==> config.mk <==
export PLATFORM = sky130hd
export DESIGN_NAME = eth_decap
export DESIGN_NICKNAME = d
export VERILOG_FILES = /design/src/rtl/eth_decap.sv
export SDC_FILE = /design/constraint.sdc
export NUM_CORES = 1
export LEC_CHECK = 0
export CAP_MARGIN = 40
export CORE_MARGIN = 4
export CORE_UTILIZATION = 42
export CTS_CLUSTER_DIAMETER = 50
export DETAILED_ROUTE_END_ITERATION = 16
export GPL_ROUTABILITY_DRIVEN = 1
export PLACE_DENSITY = 0.87
export RECOVER_POWER = 25
export SLEW_MARGIN = 20
export SYNTH_ARGS = -nofsm -noshare
export SYNTH_HDL_FRONTEND = slang
export SYNTH_SLANG_ARGS = --single-unit
==> constraint.sdc <==
create_clock -name clk156 -period 1.75 [get_ports clk156]
set_input_delay 0.2625 -clock clk156 [delete_from_list [all_inputs] [get_ports clk156]]
set_output_delay 0.2625 -clock clk156 [all_outputs]
set_load 0.02 [all_outputs]
==> src/rtl/eth_decap.sv <==
// ---------------------------------------------------------------------------
// eth_decap
//
// Receive-side Ethernet decapsulator. It takes 64-bit AXI-Stream frames from
// the 10G MAC RX port and accepts only frames whose destination MAC is
// LOCAL_MAC (or broadcast, when ACCEPT_BCAST is set) and whose EtherType is
// ETHERTYPE. It strips the two header beats and turns every following pair
// of beats back into one 81-bit TLP-beat word. The decoded words go through a
// single-entry skid register into the eth2pcie FIFO.
//
// Record encoding (two beats per record):
//   word A beat : tdata -> din[63:0]
//   word B beat : byte 0 -> din[71:64] (tkeep)
//                 byte 1 bit 0 -> din[72] (tlast)
//                 byte 2 -> din[80:73] (tuser)
//
// Ports:
//   clk156            core clock (156.25 MHz MAC domain)
//   sys_rst_n         asynchronous active-low reset
//   s_axis_rx_tvalid  MAC RX beat valid (no back-pressure is possible)
//   s_axis_rx_tdata   beat data, wire byte n on [8n+7:8n]
//   s_axis_rx_tkeep   byte enables
//   s_axis_rx_tlast   last beat of frame
//   s_axis_rx_tuser   frame good, meaningful on the tlast beat
//   wr_en             FIFO write strobe
//   din               decoded word {tuser[7:0], tlast, tkeep[7:0], tdata[63:0]}
//   full              FIFO full
//   frame_err         one-cycle pulse for each bad or filtered frame
//   stat_ok/filt/bad/ovf  32-bit statistics counters
//
// Build option:
//   ETH_DECAP_STATS_EN  when defined, the four stat_* outputs are saturating
//                       counters; otherwise they are tied to zero and no
//                       counter logic exists.
// ---------------------------------------------------------------------------
module eth_decap #(
    parameter logic [47:0] LOCAL_MAC    = 48'h02_00_00_00_00_01,
    parameter logic [15:0] ETHERTYPE    = 16'h88B5,
    parameter bit          ACCEPT_BCAST = 1'b1
) (
    input  logic        clk156,
    input  logic        sys_rst_n,
    input  logic        s_axis_rx_tvalid,
    input  logic [63:0] s_axis_rx_tdata,
    input  logic [7:0]  s_axis_rx_tkeep,
    input  logic        s_axis_rx_tlast,
    input  logic        s_axis_rx_tuser,
    output logic        wr_en,
    output logic [80:0] din,
    input  logic        full,
    output logic        frame_err,
    output logic [31:0] stat_ok,
    output logic [31:0] stat_filt,
    output logic [31:0] stat_bad,
    output logic [31:0] stat_ovf
);

    typedef enum logic [2:0] {
        HDR0,
        HDR1,
        RECA,
        RECB,
        DROP
    } state_t;

    state_t      state_q, state_d;
    logic [47:0] dstMac_q, dstMac_d;
    logic [63:0] wordA_q, wordA_d;
    logic        frameBad_q, frameBad_d;
    logic        frameFilt_q, frameFilt_d;
    logic        pendValid_q, pendValid_d;
    logic [80:0] pendData_q, pendData_d;
    logic        frameErr_q, frameErr_d;

    logic        dstHit;
    logic        typeHit;
    logic        keepOk;
    logic        recValid;
    logic [80:0] recData;
    logic        ovfEvent;
    logic        classOk;
    logic        classBad;
    logic        classFilt;
    logic        unusedKeep;

    // Only the low three byte enables decide whether a word-B beat carries
    // the tkeep/tlast/tuser bytes; the upper enables carry no information.
    assign unusedKeep = ^s_axis_rx_tkeep[7:3];
    assign keepOk     = (s_axis_rx_tkeep[2:0] == 3'b111);

    // Destination MAC is compared in wire order: byte 0 on the wire is the
    // most significant byte of LOCAL_MAC.
    assign dstHit  = (dstMac_q == LOCAL_MAC) ||
                     (ACCEPT_BCAST && (dstMac_q == 48'hFFFF_FFFF_FFFF));
    assign typeHit = ({s_axis_rx_tdata[39:32], s_axis_rx_tdata[47:40]} == ETHERTYPE);

    assign recData = {s_axis_rx_tdata[23:16], s_axis_rx_tdata[8],
                      s_axis_rx_tdata[7:0], wordA_q};

    // Frame parser. Every transition and every classification happens only
    // on a valid beat; an idle cycle leaves all parser state untouched.
    always_comb begin
        state_d     = state_q;
        dstMac_d    = dstMac_q;
        wordA_d     = wordA_q;
        frameBad_d  = frameBad_q;
        frameFilt_d = frameFilt_q;
        recValid    = 1'b0;
        ovfEvent    = 1'b0;
        classOk     = 1'b0;
        classBad    = 1'b0;
        classFilt   = 1'b0;

        if (s_axis_rx_tvalid) begin
            case (state_q)
                HDR0: begin
                    dstMac_d    = {s_axis_rx_tdata[7:0],   s_axis_rx_tdata[15:8],
                                   s_axis_rx_tdata[23:16], s_axis_rx_tdata[31:24],
                                   s_axis_rx_tdata[39:32], s_axis_rx_tdata[47:40]};
                    frameBad_d  = 1'b0;
                    frameFilt_d = 1'b0;
                    if (s_axis_rx_tlast) begin
                        classBad = 1'b1;
                        state_d  = HDR0;
                    end else begin
                        state_d  = HDR1;
                    end
                end

                HDR1: begin
                    if (!(dstHit && typeHit)) begin
                        if (s_axis_rx_tlast) begin
                            classFilt = 1'b1;
                            state_d   = HDR0;
                        end else begin
                            frameFilt_d = 1'b1;
                            state_d     = DROP;
                        end
                    end else if (s_axis_rx_tlast) begin
                        // Header-only frame: nothing to decode, only classify.
                        if (s_axis_rx_tuser) begin
                            classOk  = 1'b1;
                        end else begin
                            classBad = 1'b1;
                        end
                        state_d = HDR0;
                    end else begin
                        state_d = RECA;
                    end
                end

                RECA: begin
                    wordA_d = s_axis_rx_tdata;
                    if (s_axis_rx_tlast) begin
                        classBad = 1'b1;
                        state_d  = HDR0;
                    end else begin
                        state_d  = RECB;
                    end
                end

                RECB: begin
                    // A complete record either enters the skid register or,
                    // when the skid entry is stuck behind a full FIFO, is lost
                    // and poisons the rest of the frame.
                    if (keepOk) begin
                        if (pendValid_q && full) begin
                            ovfEvent   = 1'b1;
                            frameBad_d = 1'b1;
                        end else begin
                            recValid   = 1'b1;
                        end
                    end else begin
                        frameBad_d = 1'b1;
                    end

                    if (s_axis_rx_tlast) begin
                        if (frameBad_d || !s_axis_rx_tuser) begin
                            classBad = 1'b1;
                        end else begin
                            classOk  = 1'b1;
                        end
                        state_d = HDR0;
                    end else if (ovfEvent) begin
                        state_d = DROP;
                    end else begin
                        state_d = RECA;
                    end
                end

                DROP: begin
                    // DROP is entered either by a filter miss or an overflow;
                    // the filter flag tells the two apart at frame end.
                    if (s_axis_rx_tlast) begin
                        if (frameFilt_q) begin
                            classFilt = 1'b1;
                        end else begin
                            classBad  = 1'b1;
                        end
                        state_d = HDR0;
                    end
                end

                default: begin
                    state_d = HDR0;
                end
            endcase
        end
    end

    // Skid entry: a new record always wins the register. When the old entry
    // can drain in the same cycle (pending and not full) it is written by
    // wr_en while the new one is loaded, so nothing is lost.
    always_comb begin
        pendValid_d = pendValid_q;
        pendData_d  = pendData_q;
        if (recValid) begin
            pendValid_d = 1'b1;
            pendData_d  = recData;
        end else if (wr_en) begin
            pendValid_d = 1'b0;
        end
    end

    assign frameErr_d = classBad | classFilt;

    // State registers for the parser, the skid entry and the error pulse.
    always_ff @(posedge clk156 or negedge sys_rst_n) begin
        if (!sys_rst_n) begin
            state_q     <= HDR0;
            dstMac_q    <= '0;
            wordA_q     <= '0;
            frameBad_q  <= 1'b0;
            frameFilt_q <= 1'b0;
            pendValid_q <= 1'b0;
            pendData_q  <= '0;
            frameErr_q  <= 1'b0;
        end else begin
            state_q     <= state_d;
            dstMac_q    <= dstMac_d;
            wordA_q     <= wordA_d;
            frameBad_q  <= frameBad_d;
            frameFilt_q <= frameFilt_d;
            pendValid_q <= pendValid_d;
            pendData_q  <= pendData_d;
            frameErr_q  <= frameErr_d;
        end
    end

    assign wr_en     = pendValid_q & ~full;
    assign din       = pendData_q;
    assign frame_err = frameErr_q;

`ifdef ETH_DECAP_STATS_EN
    logic [31:0] statOk_q;
    logic [31:0] statFilt_q;
    logic [31:0] statBad_q;
    logic [31:0] statOvf_q;

    // Saturating statistics: each counter sticks at all-ones instead of
    // wrapping, so a long-running link never reports a misleading small count.
    always_ff @(posedge clk156 or negedge sys_rst_n) begin
        if (!sys_rst_n) begin
            statOk_q   <= '0;
            statFilt_q <= '0;
            statBad_q  <= '0;
            statOvf_q  <= '0;
        end else begin
            if (classOk && (statOk_q != 32'hFFFF_FFFF)) begin
                statOk_q <= statOk_q + 32'd1;
            end
            if (classFilt && (statFilt_q != 32'hFFFF_FFFF)) begin
                statFilt_q <= statFilt_q + 32'd1;
            end
            if (classBad && (statBad_q != 32'hFFFF_FFFF)) begin
                statBad_q <= statBad_q + 32'd1;
            end
            if (ovfEvent && (statOvf_q != 32'hFFFF_FFFF)) begin
                statOvf_q <= statOvf_q + 32'd1;
            end
        end
    end

    assign stat_ok   = statOk_q;
    assign stat_filt = statFilt_q;
    assign stat_bad  = statBad_q;
    assign stat_ovf  = statOvf_q;
`else
    logic unusedClass;

    assign unusedClass = classOk;
    assign stat_ok     = '0;
    assign stat_filt   = '0;
    assign stat_bad    = '0;
    assign stat_ovf    = '0;
`endif

endmodule

==> impl_metrics.ini <==
[status]
status = finished, final reports clean

[drt]
ant_nets = 0
drt_iter0_drc = 114
wl_um = 19100
wire_per_inst_um = 17.2
firstDrtPassIters = 4
num_vias = 5167
viasPerCell = 4.67
drc = 0

[final_layout]
syn_to_final_growth_pct = 28.3
insertedDiodeCount = 0
layout.nets = 902
final_util_pct = 55.1
drive_gt1_share_pct = 33.3

[synth]
synth_top_cell_area_share_pct = 56.9
synth_cell_types = 36
ys_ff_latch = 199
synth-edff-count = 0
synthTopCellsByCount = dfrtp_1, mux2_2, buf_4, nand4_1, nor4_1
synth_area_leaders = dfrtp_1, mux2_2, buf_4, nand4_1, nor4_1
yosysTopAreaCell = dfrtp_1
syn_inst = 616
avgSynthCellArea_um2 = 14.2
yosysMostFrequentCell = dfrtp_1
synth-seq-area-share_pct = 56.9
synth_warnings = 0
syn_area_um2 = 8750
synth_ff_type = dfrtp_1
synth-async-reset-ratio_pct = 100

[sta]
tightest_slew_ns = 0.901
fin_ws_ns = 0.0205
fin_skew_ns = 0.00970
hold_viol_final = 0
clock.fmax_mhz = 578
rsz0062_at_grt = yes
setup_tns_ns = 0
final-max-slew-violation-count = 0
fin_crit_sh_pct = 98.8
period_needed_ns = 1.73
setup_viol = 0
slew_headroom_pct = 39.9

[clock_tree]
htreeDepth = 4
clk_path_buf_depth = 2
cts.sinks = 199
clk_pin_slew_worst_paths_ns = 0.07
cts_buffers = 17
clock_latency_ns = 0.42
ctsRootBufferMaster = clkbuf_16
cts_tree = yes

[floorplanning]
core_um2 = 20400
dieArea_um2 = 23200
pin_count = 289
die_w_um = 152
die_y_um = 152
initial_utilization_pct = 43.0
placementRows = 52

[hold_path]
worstHoldPathType = in -> reg

[run]
cap_violations = 0

[power_and_ir_drop]
peakVddDrop_v = 0.000688
p_leak_uw = 0.00535
p_per_area_nw_per_um2 = 933

[placement]
hpwl_um = 13900
pre_cts_ws_ns = -0.279
port_buffers = 155
gp_congestion = 0.759

[global_routing]
grt_pass1_wl_um = 29700
antenna_found_initial = 1
grt_overflow_total = 0
grt_usage_pct = 16.0
grt_max_degree = 61
grt_pass1_vias = 5356

[critical_path]
crit_path_end_kind = register
required_ns = 2.05
cp_cell_sequence = nand3b_1 > buf_4 > nor2_4 > buf_12 > mux2_2
startpoint_type = register
max_stage_delay_ns = 0.39
crit_fanout = 33
crit_type = reg -> reg
slowest_stage = dfrtp_1
cp_data_arrival_time_ns = 2.03
==> sequential cells by signal, indices dropped and copies added, names as in the netlist <==
signal	count
state_q	3
pendValid_q	1
frameBad_q	1
wordA_q	64
din	81
dstMac_q	48
frame_err	1
==> metrics by stage <==
step                hold slack, ns  area (um^2)  total power (uW)  std cells
CTS                          0.406        11200             10500       1103
finish                       0.430        11200             10500       1107
floorplan                  -0.0331         9230              6150        743
global route                 0.438        11200             10900       1107
detailed placement           0.300        10600              6510       1070
global placement             0.295        10600              6460       1070
==> final cells by class <==
cell class / count / area, um^2
clock buffer: 19 / 443
tap: 270 / 338
timing repair buffer: 211 / 2140
fill: 1629 / 9140
clock inverter: 13 / 160
sequential: 199 / 4980
multi-input combinational: 395 / 3170
==> worst max-delay path: cells and delay by family, from the launching register on <==
kind	cells	cell delay, ns
muxes	1	0.37
buffers and inverters	2	0.43
and+or+nand+nor	2	0.40
DFF	1	0.39
==> per-layer routing <==
layer	vias up	GRT usage, %	part of all wire, %
li1	2339	-	-
met1	2607	19.3	40
met2	199	27.2	50
met3	20	6.33	8.7
met4	2	3.47	1.0
met5	-	0	0.073
==> logic make-up (layout without fill, tap and decap cells) <==
family	after synthesis	count (layout)	share of synthesized area, %
and+or+nand+nor	57	57	4.09
DFF	199	199	56.9
buffers and inverters	149	243	12.8
other	1	128	0.0429
muxes	194	194	25.0
AOI/OAI and AO/OA	16	16	1.23
==> report_power, final <==
part	switching [uW]	internal, uW
registers	280	4930
clock network	1810	2200
logic	648	614
total	2740	7740
==> worst paths after layout <==
check / startpoint / endpoint / slack (ns) / depth (start not counted)
min: s_axis_rx_tuser / frame_err / 0.43 / 2
max: state_q[2] / wordA_q[40] / 0.02 / 5
min in group asynchronous: sys_rst_n / wordA_q[50] / 0.53 / 2
max in group asynchronous: sys_rst_n / din[56] / 0.23 / 3
max reg2reg: state_q[2] / wordA_q[40] / 0.02 / 5
min reg2reg: din[10] / din[10] / 0.50 / 1
==> cells in the final DEF (no fill, tap or decap), drive strengths merged, types with 2 or more instances in the layout <==
cell / netlist / layout
a21boi: 2 / 2
nand4: 16 / 16
dfrtp: 199 / 199
nor4: 15 / 15
clkbuf: 1 / 24
inv: 0 / 6
nor3: 4 / 4
o21ai: 4 / 4
nand3: 2 / 2
bufinv: 0 / 2
dlygate4sd2: 0 / 2
nor2: 6 / 6
nor4b: 2 / 2
buf: 148 / 51
o31ai: 2 / 2
mux2: 193 / 193
nand2: 4 / 4
nand2b: 4 / 4
clkdlybuf4s50: 0 / 152
conb: 1 / 128
clkinv: 0 / 5
==> what timing repair did <==
item,4_1_cts,5_1_grt
pin swaps,0,1
cloned,0,2
endpoints found under the hold margin,51,0
buffers inserted,0,2
hold buffers,1,0
setup endpoints to repair,2,140
resized for setup,2,6
Note: power is estimated with default switching activity, not from simulation.
